**src/rtl/pcap_replay_pkg.sv**
```systemverilog
// Shared definitions for the PCAP replay inter-packet-gap shaper.
//   - state_e          : pacing FSM states (IDLE / XFER / GAP)
//   - TUSER_DELAY_*    : bit positions of the per-packet gap override in tuser
//   - DEF_*            : default stream, sideband and counter widths
package pcap_replay_pkg;

  typedef enum logic [1:0] {
    ST_IDLE = 2'd0,
    ST_XFER = 2'd1,
    ST_GAP  = 2'd2
  } state_e;

  localparam int unsigned TUSER_DELAY_LSB = 96;
  localparam int unsigned TUSER_DELAY_MSB = 127;

  localparam int unsigned DEF_DATA_WIDTH  = 256;
  localparam int unsigned DEF_TUSER_WIDTH = 128;
  localparam int unsigned DEF_DELAY_WIDTH = 32;
  localparam int unsigned PKT_COUNT_WIDTH = 32;

endpackage

```
**src/rtl/axis_skid_buffer.sv**
```systemverilog
// Two-entry AXI-stream skid buffer with a registered upstream ready.
// The payload is an opaque WIDTH-bit word (data+strb+user+last packed by
// the caller). Accepted words appear on m_* the following cycle, full
// throughput is sustained while m_ready stays high, and m_* hold stable
// while stalled.
// Ports:
//   clk, rst        clock, asynchronous active-high reset
//   clr             synchronous clear, drops any buffered words
//   s_data/s_valid  upstream word / valid;  s_ready upstream accept
//   m_data/m_valid  downstream word / valid; m_ready downstream accept
module axis_skid_buffer #(
  parameter int unsigned WIDTH = 417
) (
  input  logic             clk,
  input  logic             rst,
  input  logic             clr,
  input  logic [WIDTH-1:0] s_data,
  input  logic             s_valid,
  output logic             s_ready,
  output logic [WIDTH-1:0] m_data,
  output logic             m_valid,
  input  logic             m_ready
);

  logic [WIDTH-1:0] out_q, out_d, skid_q, skid_d;
  logic             out_vld_q, out_vld_d, skid_vld_q, skid_vld_d;
  logic             rdy_q, rdy_d;
  logic             in_fire;

  assign in_fire = s_valid && rdy_q;

  always_comb begin
    out_d      = out_q;
    out_vld_d  = out_vld_q;
    skid_d     = skid_q;
    skid_vld_d = skid_vld_q;
    if (clr) begin
      out_d      = '0;
      out_vld_d  = 1'b0;
      skid_d     = '0;
      skid_vld_d = 1'b0;
    end else if (!out_vld_q || m_ready) begin
      // Output register free: drain the skid slot first to keep order.
      // rdy_q is low whenever the skid slot is full, so no new word can
      // arrive in the same cycle.
      if (skid_vld_q) begin
        out_d      = skid_q;
        out_vld_d  = 1'b1;
        skid_vld_d = 1'b0;
      end else begin
        out_vld_d = in_fire;
        if (in_fire) out_d = s_data;
      end
    end else if (in_fire) begin
      // Output stalled: park the word that was accepted on ready.
      skid_d     = s_data;
      skid_vld_d = 1'b1;
    end
    rdy_d = !skid_vld_d;
  end

  always_ff @(posedge clk or posedge rst) begin
    if (rst) begin
      out_q      <= '0;
      out_vld_q  <= 1'b0;
      skid_q     <= '0;
      skid_vld_q <= 1'b0;
      rdy_q      <= 1'b0;
    end else begin
      out_q      <= out_d;
      out_vld_q  <= out_vld_d;
      skid_q     <= skid_d;
      skid_vld_q <= skid_vld_d;
      rdy_q      <= rdy_d;
    end
  end

  assign s_ready = rdy_q;
  assign m_data  = out_q;
  assign m_valid = out_vld_q;

endmodule

```
**src/rtl/pcap_replay_ipg_shaper.sv**
```systemverilog
// Inter-packet-gap shaper for the PCAP replay engine. Packets pass through
// unmodified via a two-entry skid buffer; after each packet's last beat is
// accepted, upstream ready is held low for ipg_delay cycles (when enable=1).
// Optional feature macro: PCAP_REPLAY_TUSER_DELAY_EN -- a nonzero
// tuser[127:96] on a packet's first beat overrides ipg_delay for that gap.
// Ports:
//   axi_aclk, axi_areset          clock, asynchronous active-high reset
//   s_axis_*                      packets from the replay engine
//   m_axis_*                      paced packets to the datapath
//   sw_rst                        synchronous soft reset (state, counters, buffer)
//   enable                        pacing enable; 0 = pass-through
//   ipg_delay                     idle cycles inserted after each packet
//   pkt_count                     packets emitted on m_axis (wraps)
//   gap_active                    high while the gap is being enforced
module pcap_replay_ipg_shaper
  import pcap_replay_pkg::*;
#(
  parameter int unsigned C_M_AXIS_DATA_WIDTH  = DEF_DATA_WIDTH,
  parameter int unsigned C_S_AXIS_DATA_WIDTH  = DEF_DATA_WIDTH,
  parameter int unsigned C_M_AXIS_TUSER_WIDTH = DEF_TUSER_WIDTH,
  parameter int unsigned C_S_AXIS_TUSER_WIDTH = DEF_TUSER_WIDTH,
  parameter int unsigned DELAY_WIDTH          = DEF_DELAY_WIDTH
) (
  input  logic                              axi_aclk,
  input  logic                              axi_areset,
  input  logic [C_S_AXIS_DATA_WIDTH-1:0]    s_axis_tdata,
  input  logic [C_S_AXIS_DATA_WIDTH/8-1:0]  s_axis_tstrb,
  input  logic [C_S_AXIS_TUSER_WIDTH-1:0]   s_axis_tuser,
  input  logic                              s_axis_tvalid,
  input  logic                              s_axis_tlast,
  output logic                              s_axis_tready,
  output logic [C_M_AXIS_DATA_WIDTH-1:0]    m_axis_tdata,
  output logic [C_M_AXIS_DATA_WIDTH/8-1:0]  m_axis_tstrb,
  output logic [C_M_AXIS_TUSER_WIDTH-1:0]   m_axis_tuser,
  output logic                              m_axis_tvalid,
  output logic                              m_axis_tlast,
  input  logic                              m_axis_tready,
  input  logic                              sw_rst,
  input  logic                              enable,
  input  logic [DELAY_WIDTH-1:0]            ipg_delay,
  output logic [PKT_COUNT_WIDTH-1:0]        pkt_count,
  output logic                              gap_active
);

  if (C_M_AXIS_DATA_WIDTH != C_S_AXIS_DATA_WIDTH ||
      C_M_AXIS_TUSER_WIDTH != C_S_AXIS_TUSER_WIDTH) begin : g_width_check
    $error("pcap_replay_ipg_shaper: master and slave widths must match");
  end

  localparam int unsigned BUF_W = C_S_AXIS_DATA_WIDTH + C_S_AXIS_DATA_WIDTH/8
                                + C_S_AXIS_TUSER_WIDTH + 1;

  state_e                     state_q, state_d;
  logic [DELAY_WIDTH-1:0]     gap_cnt_q, gap_cnt_d;
  logic [PKT_COUNT_WIDTH-1:0] pkt_count_q, pkt_count_d;
  logic [DELAY_WIDTH-1:0]     gap_len;
  logic                       buf_ready, s_accept, m_accept, gap_start;
  logic [BUF_W-1:0]           buf_m_data;

  assign s_axis_tready = (state_q != ST_GAP) && buf_ready;
  assign s_accept      = s_axis_tvalid && s_axis_tready;
  assign m_accept      = m_axis_tvalid && m_axis_tready;

`ifdef PCAP_REPLAY_TUSER_DELAY_EN
  logic [DELAY_WIDTH-1:0] pkt_delay_q, pkt_delay_d, beat_delay, tuser_delay;

  assign beat_delay = DELAY_WIDTH'(s_axis_tuser[TUSER_DELAY_MSB:TUSER_DELAY_LSB]);
  // In IDLE the beat being accepted is the packet's first beat; later
  // beats use the value captured from that first beat.
  assign tuser_delay = (state_q == ST_IDLE) ? beat_delay : pkt_delay_q;
  assign gap_len     = (tuser_delay != '0) ? tuser_delay : ipg_delay;

  always_comb begin
    pkt_delay_d = pkt_delay_q;
    if (sw_rst)                                pkt_delay_d = '0;
    else if (s_accept && state_q == ST_IDLE)   pkt_delay_d = beat_delay;
  end

  always_ff @(posedge axi_aclk or posedge axi_areset) begin
    if (axi_areset) pkt_delay_q <= '0;
    else            pkt_delay_q <= pkt_delay_d;
  end
`else
  assign gap_len = ipg_delay;
`endif

  assign gap_start = enable && (gap_len != '0);

  always_comb begin
    state_d   = state_q;
    gap_cnt_d = gap_cnt_q;
    if (sw_rst) begin
      state_d   = ST_IDLE;
      gap_cnt_d = '0;
    end else begin
      case (state_q)
        ST_IDLE, ST_XFER: begin
          if (s_accept) begin
            if (!s_axis_tlast) begin
              state_d = ST_XFER;
            end else if (gap_start) begin
              // Gap length is frozen here; later ipg_delay writes wait
              // for the next packet.
              state_d   = ST_GAP;
              gap_cnt_d = gap_len;
            end else begin
              state_d = ST_IDLE;
            end
          end
        end
        ST_GAP: begin
          if (!enable || gap_cnt_q == DELAY_WIDTH'(1)) begin
            state_d   = ST_IDLE;
            gap_cnt_d = '0;
          end else begin
            gap_cnt_d = gap_cnt_q - DELAY_WIDTH'(1);
          end
        end
        default: begin
          state_d   = ST_IDLE;
          gap_cnt_d = '0;
        end
      endcase
    end
  end

  always_comb begin
    pkt_count_d = pkt_count_q;
    if (sw_rst)                     pkt_count_d = '0;
    else if (m_accept && m_axis_tlast) pkt_count_d = pkt_count_q + PKT_COUNT_WIDTH'(1);
  end

  always_ff @(posedge axi_aclk or posedge axi_areset) begin
    if (axi_areset) begin
      state_q     <= ST_IDLE;
      gap_cnt_q   <= '0;
      pkt_count_q <= '0;
    end else begin
      state_q     <= state_d;
      gap_cnt_q   <= gap_cnt_d;
      pkt_count_q <= pkt_count_d;
    end
  end

  axis_skid_buffer #(
    .WIDTH (BUF_W)
  ) u_skid (
    .clk     (axi_aclk),
    .rst     (axi_areset),
    .clr     (sw_rst),
    .s_data  ({s_axis_tlast, s_axis_tuser, s_axis_tstrb, s_axis_tdata}),
    .s_valid (s_axis_tvalid && (state_q != ST_GAP)),
    .s_ready (buf_ready),
    .m_data  (buf_m_data),
    .m_valid (m_axis_tvalid),
    .m_ready (m_axis_tready)
  );

  assign {m_axis_tlast, m_axis_tuser, m_axis_tstrb, m_axis_tdata} = buf_m_data;
  assign pkt_count  = pkt_count_q;
  assign gap_active = (state_q == ST_GAP);

endmodule

```
**config.mk**
```make
export PLATFORM = sky130hd
export DESIGN_NAME = pcap_replay_ipg_shaper
export DESIGN_NICKNAME = d
export VERILOG_FILES = /design/src/rtl/pcap_replay_pkg.sv /design/src/rtl/axis_skid_buffer.sv /design/src/rtl/pcap_replay_ipg_shaper.sv
export SDC_FILE = /design/constraint.sdc
export NUM_CORES = 2
export LEC_CHECK = 0
export ABC_AREA = 0
export BUFFER_PORTS_ARGS = -buffer_cell sky130_fd_sc_hd__buf_2
export CORE_AREA = 2 2 351 353
export DETAILED_ROUTE_END_ITERATION = 12
export DIE_AREA = 0 0 353 355
export PLACE_DENSITY = 0.51
export SYNTH_ARGS = -nofsm -noshare
export SYNTH_HDL_FRONTEND = slang
export SYNTH_SLANG_ARGS = --single-unit
export TNS_END_PERCENT = 30
```
**constraint.sdc**
```tcl
create_clock -name axi_aclk -period 84.6 [get_ports axi_aclk]
set_input_delay 4.23 -clock axi_aclk [delete_from_list [all_inputs] [get_ports axi_aclk]]
set_output_delay 4.23 -clock axi_aclk [all_outputs]
set_load 0.02 [all_outputs]
```
After elaboration in Yosys (flattened, before gate mapping)
Cells that the tools add are included.
{"block": "totals", "elab_cells": 68, "regBits": 903, "out_inout_bits": 452, "input_bits": 455}
{"block": "op_classes", "muxes": 26, "n_reduce_logical": 23, "n_eq_ne": 9, "n_addsub": 2}
{"op": "$mux 417", "n": 6}
{"op": "$mux 32", "n": 7}
{"op": "$pmux 32 s2", "n": 1}
{"op": "$add 32x1->32 const B", "n": 1}
{"op": "$eq 32x1->1 const B", "n": 1}
{"op": "$reduce_bool 32->1", "n": 1}
{"op": "$sub 32x1->32 const B", "n": 1}
{"op": "$mux 2", "n": 5}
{"op": "$ne 3x3->1 const B", "n": 3}
{"op": "$logic_and 1x1->1", "n": 7}
{"op": "$mux 1", "n": 6}
{"op": "$reduce_and 2->1", "n": 3}
{"op": "$reduce_bool 2->1", "n": 3}
{"op": "$ne 2x2->1 const B", "n": 2}
{"op": "$pmux 2 s2", "n": 1}
{"op": "$logic_not 1->1", "n": 3}
{"op": "$ne 3x2->1 const B", "n": 1}
{"op": "$reduce_and 3->1", "n": 1}
{"op": "$reduce_bool 3->1", "n": 1}
{"op": "$eq 2x1->1 const B", "n": 1}
{"op": "$eq 2x2->1 const B", "n": 1}
{"op": "$logic_not 2->1", "n": 1}
{"op": "$logic_or 1x1->1", "n": 2}
{"op": "$reduce_or 2->1", "n": 1}

Depth between registers and ports, before layout
{"block": "logic_depth", "ltp_word": 7, "depth_mapped": 10, "depth_no_buf": 8}

By module
A second synthesis with hierarchy kept.
{"block": "hier_totals", "cells_unflattened": 2790, "hier_area_um2": 37908.9}
{"module": "axis_skid_buffer", "area_each_um2": 33702.3, "seq_area_each_um2": 20945.1, "cells_each": 2332, "n_inst": 1}
{"module": "pcap_replay_ipg_shaper", "area_each_um2": 4206.5, "seq_area_each_um2": 1651.6, "cells_each": 458, "n_inst": 1}

Worst setup path after synthesis
No wires, ideal clock.
{"block": "synth_path", "kind": "input to register", "from": "input port ipg_delay[5]", "to": "register gap_cnt_q[14]", "setup_time_ns": 0.126, "stages": 7, "arrival_time_ns": 5.780, "setup_slack_ns": 78.694, "required_time_ns": 84.474, "n_path_buf": 1, "path_cell_list": "nor4_1 > nand4_1 > o2111ai_1 > and2_1 > clkbuf_1 > nor2_1 > a221o_1"}
{"block": "synth_between", "elab_chain_len": 4}
{"item": "from (decl)", "line": "pcap_replay_ipg_shaper.sv:40", "text": "input logic [DELAY_WIDTH-1:0] ipg_delay,"}
{"item": "$reduce_bool 32->1", "line": "pcap_replay_ipg_shaper.sv:87", "text": "assign gap_start = enable && (gap_len != '0);"}
{"item": "$logic_and 1x1->1", "line": "pcap_replay_ipg_shaper.sv:87"}
{"item": "$ne 3x3->1 (no line)"}
{"item": "$reduce_and 3->1 (no line)"}
{"item": "to (signal assigned)", "line": "pcap_replay_ipg_shaper.sv:140", "text": "gap_cnt_q <= gap_cnt_d;"}
{"item": "to (decl)", "line": "pcap_replay_ipg_shaper.sv:54", "text": "logic [DELAY_WIDTH-1:0] gap_cnt_q, gap_cnt_d;"}
No other way between the ends.
A chain may end at the register's enable or synchronous reset.

Final worst setup path
{"block": "layout_path", "from": "input port s_axis_tvalid", "to": "register u_skid.out_q[36], in the netlist u_skid.m_data[36]"}
{"block": "layout_between", "elab_chain_len": 4}
{"item": "from (decl)", "line": "pcap_replay_ipg_shaper.sv:29", "text": "input logic s_axis_tvalid,"}
{"item": "$logic_and 1x1->1", "line": "pcap_replay_ipg_shaper.sv:152", "text": ".s_valid (s_axis_tvalid && (state_q != ST_GAP)),"}
{"item": "$logic_and 1x1->1", "line": "axis_skid_buffer.sv:30", "text": "assign in_fire = s_valid && rdy_q;"}
{"item": "$reduce_bool 3->1 (no line)"}
{"item": "$reduce_and 2->1 (no line)"}
{"item": "to (signal assigned)", "line": "axis_skid_buffer.sv:70", "text": "out_q <= out_d;"}
{"item": "to (decl)", "line": "axis_skid_buffer.sv:25", "text": "logic [WIDTH-1:0] out_q, out_d, skid_q, skid_d;"}
No other way between the ends.

==> impl_metrics.tcl <==
set metrics [dict create \
    outcome "completed" \
    grt_pass1_wl_microns 196000 \
    wl_microns 130000 \
    r2r_setup_slack_ps 79400 \
    io_pins 907 \
    drive_above_1_share_pct 27.7 \
    p_per_area_nw_per_um2 22.3 \
    p_clk_share_pct 43.0 \
    end_kind "flip-flop" \
    overflow 0 \
    synth.top_cells.by_area "dfrtp_1 58%, mux2i_1 11%, a22o_1 9.6%" \
    rows 128 \
    syn_inst 3254 \
    setup_viol 0 \
    p_sw_uw 299 \
    die_w_microns 353 \
    power_mw 1.07 \
    internal_power_uw 771 \
    cts_made_buffers 104 \
    first_pass_iters 5 \
    clock_path_buffers 3 \
    via_per_inst 5.21 \
    ctsHtreeMaxLevel 3 \
    start_util_pct 31.9 \
    ant_nets 0 \
    syn_to_final_growth_pct 23.8 \
    synth_edf_count 0 \
    port_buffers 906 \
    hold_viol 0 \
    cp-endpoint "u_skid.m_data[36]" \
    place_congestion 0.822 \
    cts_hold_buf 0 \
    ys_warn_count 0 \
    crit-reg2reg-launch "state_q[1]" \
    required_ps 85180 \
    clk_pin_slew_ps 60 \
    finalSetupTns_ps 0 \
    seq_power_share_pct 44.0 \
    wire_per_inst_microns 22.7 \
    start_kind "primary input" \
    yosysTopAreaCellShare_pct 58.3 \
    rsz0062_at_grt "no" \
    switching_share_pct 28.0 \
    max_freq_mhz 124 \
    async_flop_share_pct 100 \
    worst_pin_slew_ps 1150 \
    num-nets-final 4463 \
    synth_cell_type_count 61 \
    coreArea_sq_um 121000 \
    hp-class "reg -> reg" \
    synth_area_per_cell_sq_um 11.9 \
    fp.dieH_microns 355 \
    drc 0 \
    synth_ff_type "dfrtp_1" \
    drt_iter0_markers 2447 \
    clock_sinks 903 \
    cp-startpoint "s_axis_tvalid" \
    p_comb_share_pct 13.0 \
    grt_use_total_pct 20.1 \
    min_from "u_skid.m_data[347]" \
    cts_resized 0 \
    root_buffer "clkbuf_16" \
    synth-seq-area-share_pct 58.3 \
    fin_crit_ps 8060 \
    relSlewSlack_pct 23.5 \
    rr_endpoint "u_skid.m_data[36]" \
    max_cap_viol_count 0 \
    insertion_delay_ps 710 \
    ir_worst_vdd_v 0.0000170 \
    finalCritPeriodShare_pct 9.52 \
    path_class "in -> reg" \
    tritoncts "done" \
    vias 29900 \
    postCtsSetupBuffers 0 \
    yosysTopAreaCell "dfrtp_1" \
    die-area_sq_um 125000 \
    slew_violations 0 \
    ys_seq_elements 903 \
    grt_max_degree 225 \
    crit_fanout 107 \
    synth_nets 3712 \
    cp.arrival_ps 8640 \
    grt_pass1_vias 29500 \
    fin_skew_ps 23.9 \
    antenna_found_initial 76 \
    p_leak_nw 22.3 \
    dp_hpwl_microns 85200 \
    syn-cell-area_sq_um 38800 \
    rr_worst_depth 9 \
]
==> how the worst min path moves through the flow <==
| stage | endpoint | slack (ps) | cells after the start |
|---|---|---|---|
| CTS | u_skid.m_data[214] | 470 | 2 |
| detailed placement | u_skid.m_data[356] | 460 | 2 |
| global route | u_skid.m_data[241] | 490 | 2 |
| finish | u_skid.m_data[347] | 470 | 2 |
| floorplan | u_skid.skid_q[105] | 470 | 1 |
| global placement | u_skid.m_data[11] | 450 | 2 |
==> placed cells by master, fill, tap and decap left out, types with 7 or more instances in the layout <==
cell and instances:
nand2_1 448, diode_2 32, nor4_1 19, o31ai_1 418, or3_1 7, a22o_1 424, clkbuf_1 27, xor2_1 20
o21a_1 7, inv_1 13, xnor2_1 12, buf_2 905, buf_4 38, clkbuf_16 107, and3_1 10, nor3_1 19
nand3_1 15, nor2_1 65, nand4_1 12, o32ai_1 8, clkbuf_8 23, dfrtp_1 902, a21oi_1 26, mux2i_1 419
clkinv_2 23, o21ai_0 22
==> kinds of logic after synthesis <==
group | synth area share [%]
multiplexers | 10.8
AND/OR/NAND/NOR | 7.02
flip-flops | 58.3
AO/OA/AOI/OAI | 19.4
adder cells (fa/ha/maj) | 0.0968
buffers and inverters | 3.61
XOR/XNOR | 0.723
==> sequential cells by signal, indices dropped and copies added (netlist names) <==
name and flops:
u_skid.skid_vld_q 1, pkt_count 32, u_skid.m_data 417, state_q 2
u_skid.m_valid 1, u_skid.skid_q 417, u_skid.s_ready 1, gap_cnt_q 32
==> cells in the mapped netlist, types with 2 or more instances <==
cell type    n
a32oi_1      2
o32ai_1      8
a31oi_1      2
xor2_1      20
ha_1         3
buf_1       13
nor4_1      19
o2bb2ai_1    6
o21a_1       7
and4_1       3
or3_1        7
nor3_2       4
inv_1       14
o2111ai_1    2
a32o_1       2
o21ai_0     22
dfrtp_1    903
a22o_1     424
mux2i_1    419
o21ai_1      2
buf_4       20
nor2b_1      6
nand3_1     15
nand4b_1     3
o31ai_1    418
xnor2_1     12
buf_6        3
buf_2       85
or4_4        3
nand2_1    448
nor2_1      65
nor4b_1      2
and3_1      11
nand2b_1     5
clkbuf_1   183
a311oi_1     2
a22oi_1      6
nor3_1      19
or2_2        4
and2_1       4
a21oi_1     27
nand4_1     12
==> final cells by class <==
class | count | area, sq um
Multi-Input combinational cell | 2033 | 14800
Fill cell | 12000 | 73400
Tap cell | 1625 | 2030
Inverter | 14 | 60.1
Antenna cell | 32 | 80.1
Timing Repair Buffer | 949 | 4930
Clock buffer | 157 | 3100
Sequential cell | 903 | 22600
Clock inverter | 35 | 387
==> per-stage QoR <==
| step | util (%) | cell area, sq um | worst slack (ps) | hold slack [ps] | cells |
|---|---|---|---|---|---|
| final | 39.5 | 48000 | 76540 | 468 | 5748 |
| after detailed placement | 36.6 | 44400 | 75850 | 460 | 5524 |
| after global routing | 39.5 | 48000 | 76220 | 486 | 5738 |
| after CTS | 39.5 | 47900 | 76630 | 474 | 5716 |
| after global placement | 36.6 | 44400 | 75920 | 455 | 5524 |
| after floorplan | - | 38800 | 54980 | 473 | 3254 |
==> power by group through the flow <==
stage / registers (mW) / logic, mW / clock network [mW]
final: 0.471 / 0.139 / 0.461
after CTS: 0.471 / 0.141 / 0.475
after floorplan: 0.499 / 0.0614 / 0
after detailed placement: 0.478 / 0.141 / 0
after global placement: 0.478 / 0.140 / 0
after global routing: 0.473 / 0.151 / 0.492
==> layer usage <==
layer	vias up	track usage (%)	part of all wire (%)
met5	-	0	0.33
met2	881	31.6	47
met3	248	6.41	7.5
met4	68	7.21	2.7
met1	15100	26.0	42
li1	13600	-	-
==> critical path: stages <==
cell     delay (ps)
buf_2            90
and3_1          230
or2_2           350
a21oi_4         830
buf_4           970
buf_4           670
buf_4           870
nand2_1         130
o31ai_1         110
Power figures use the tool's default switching activity.
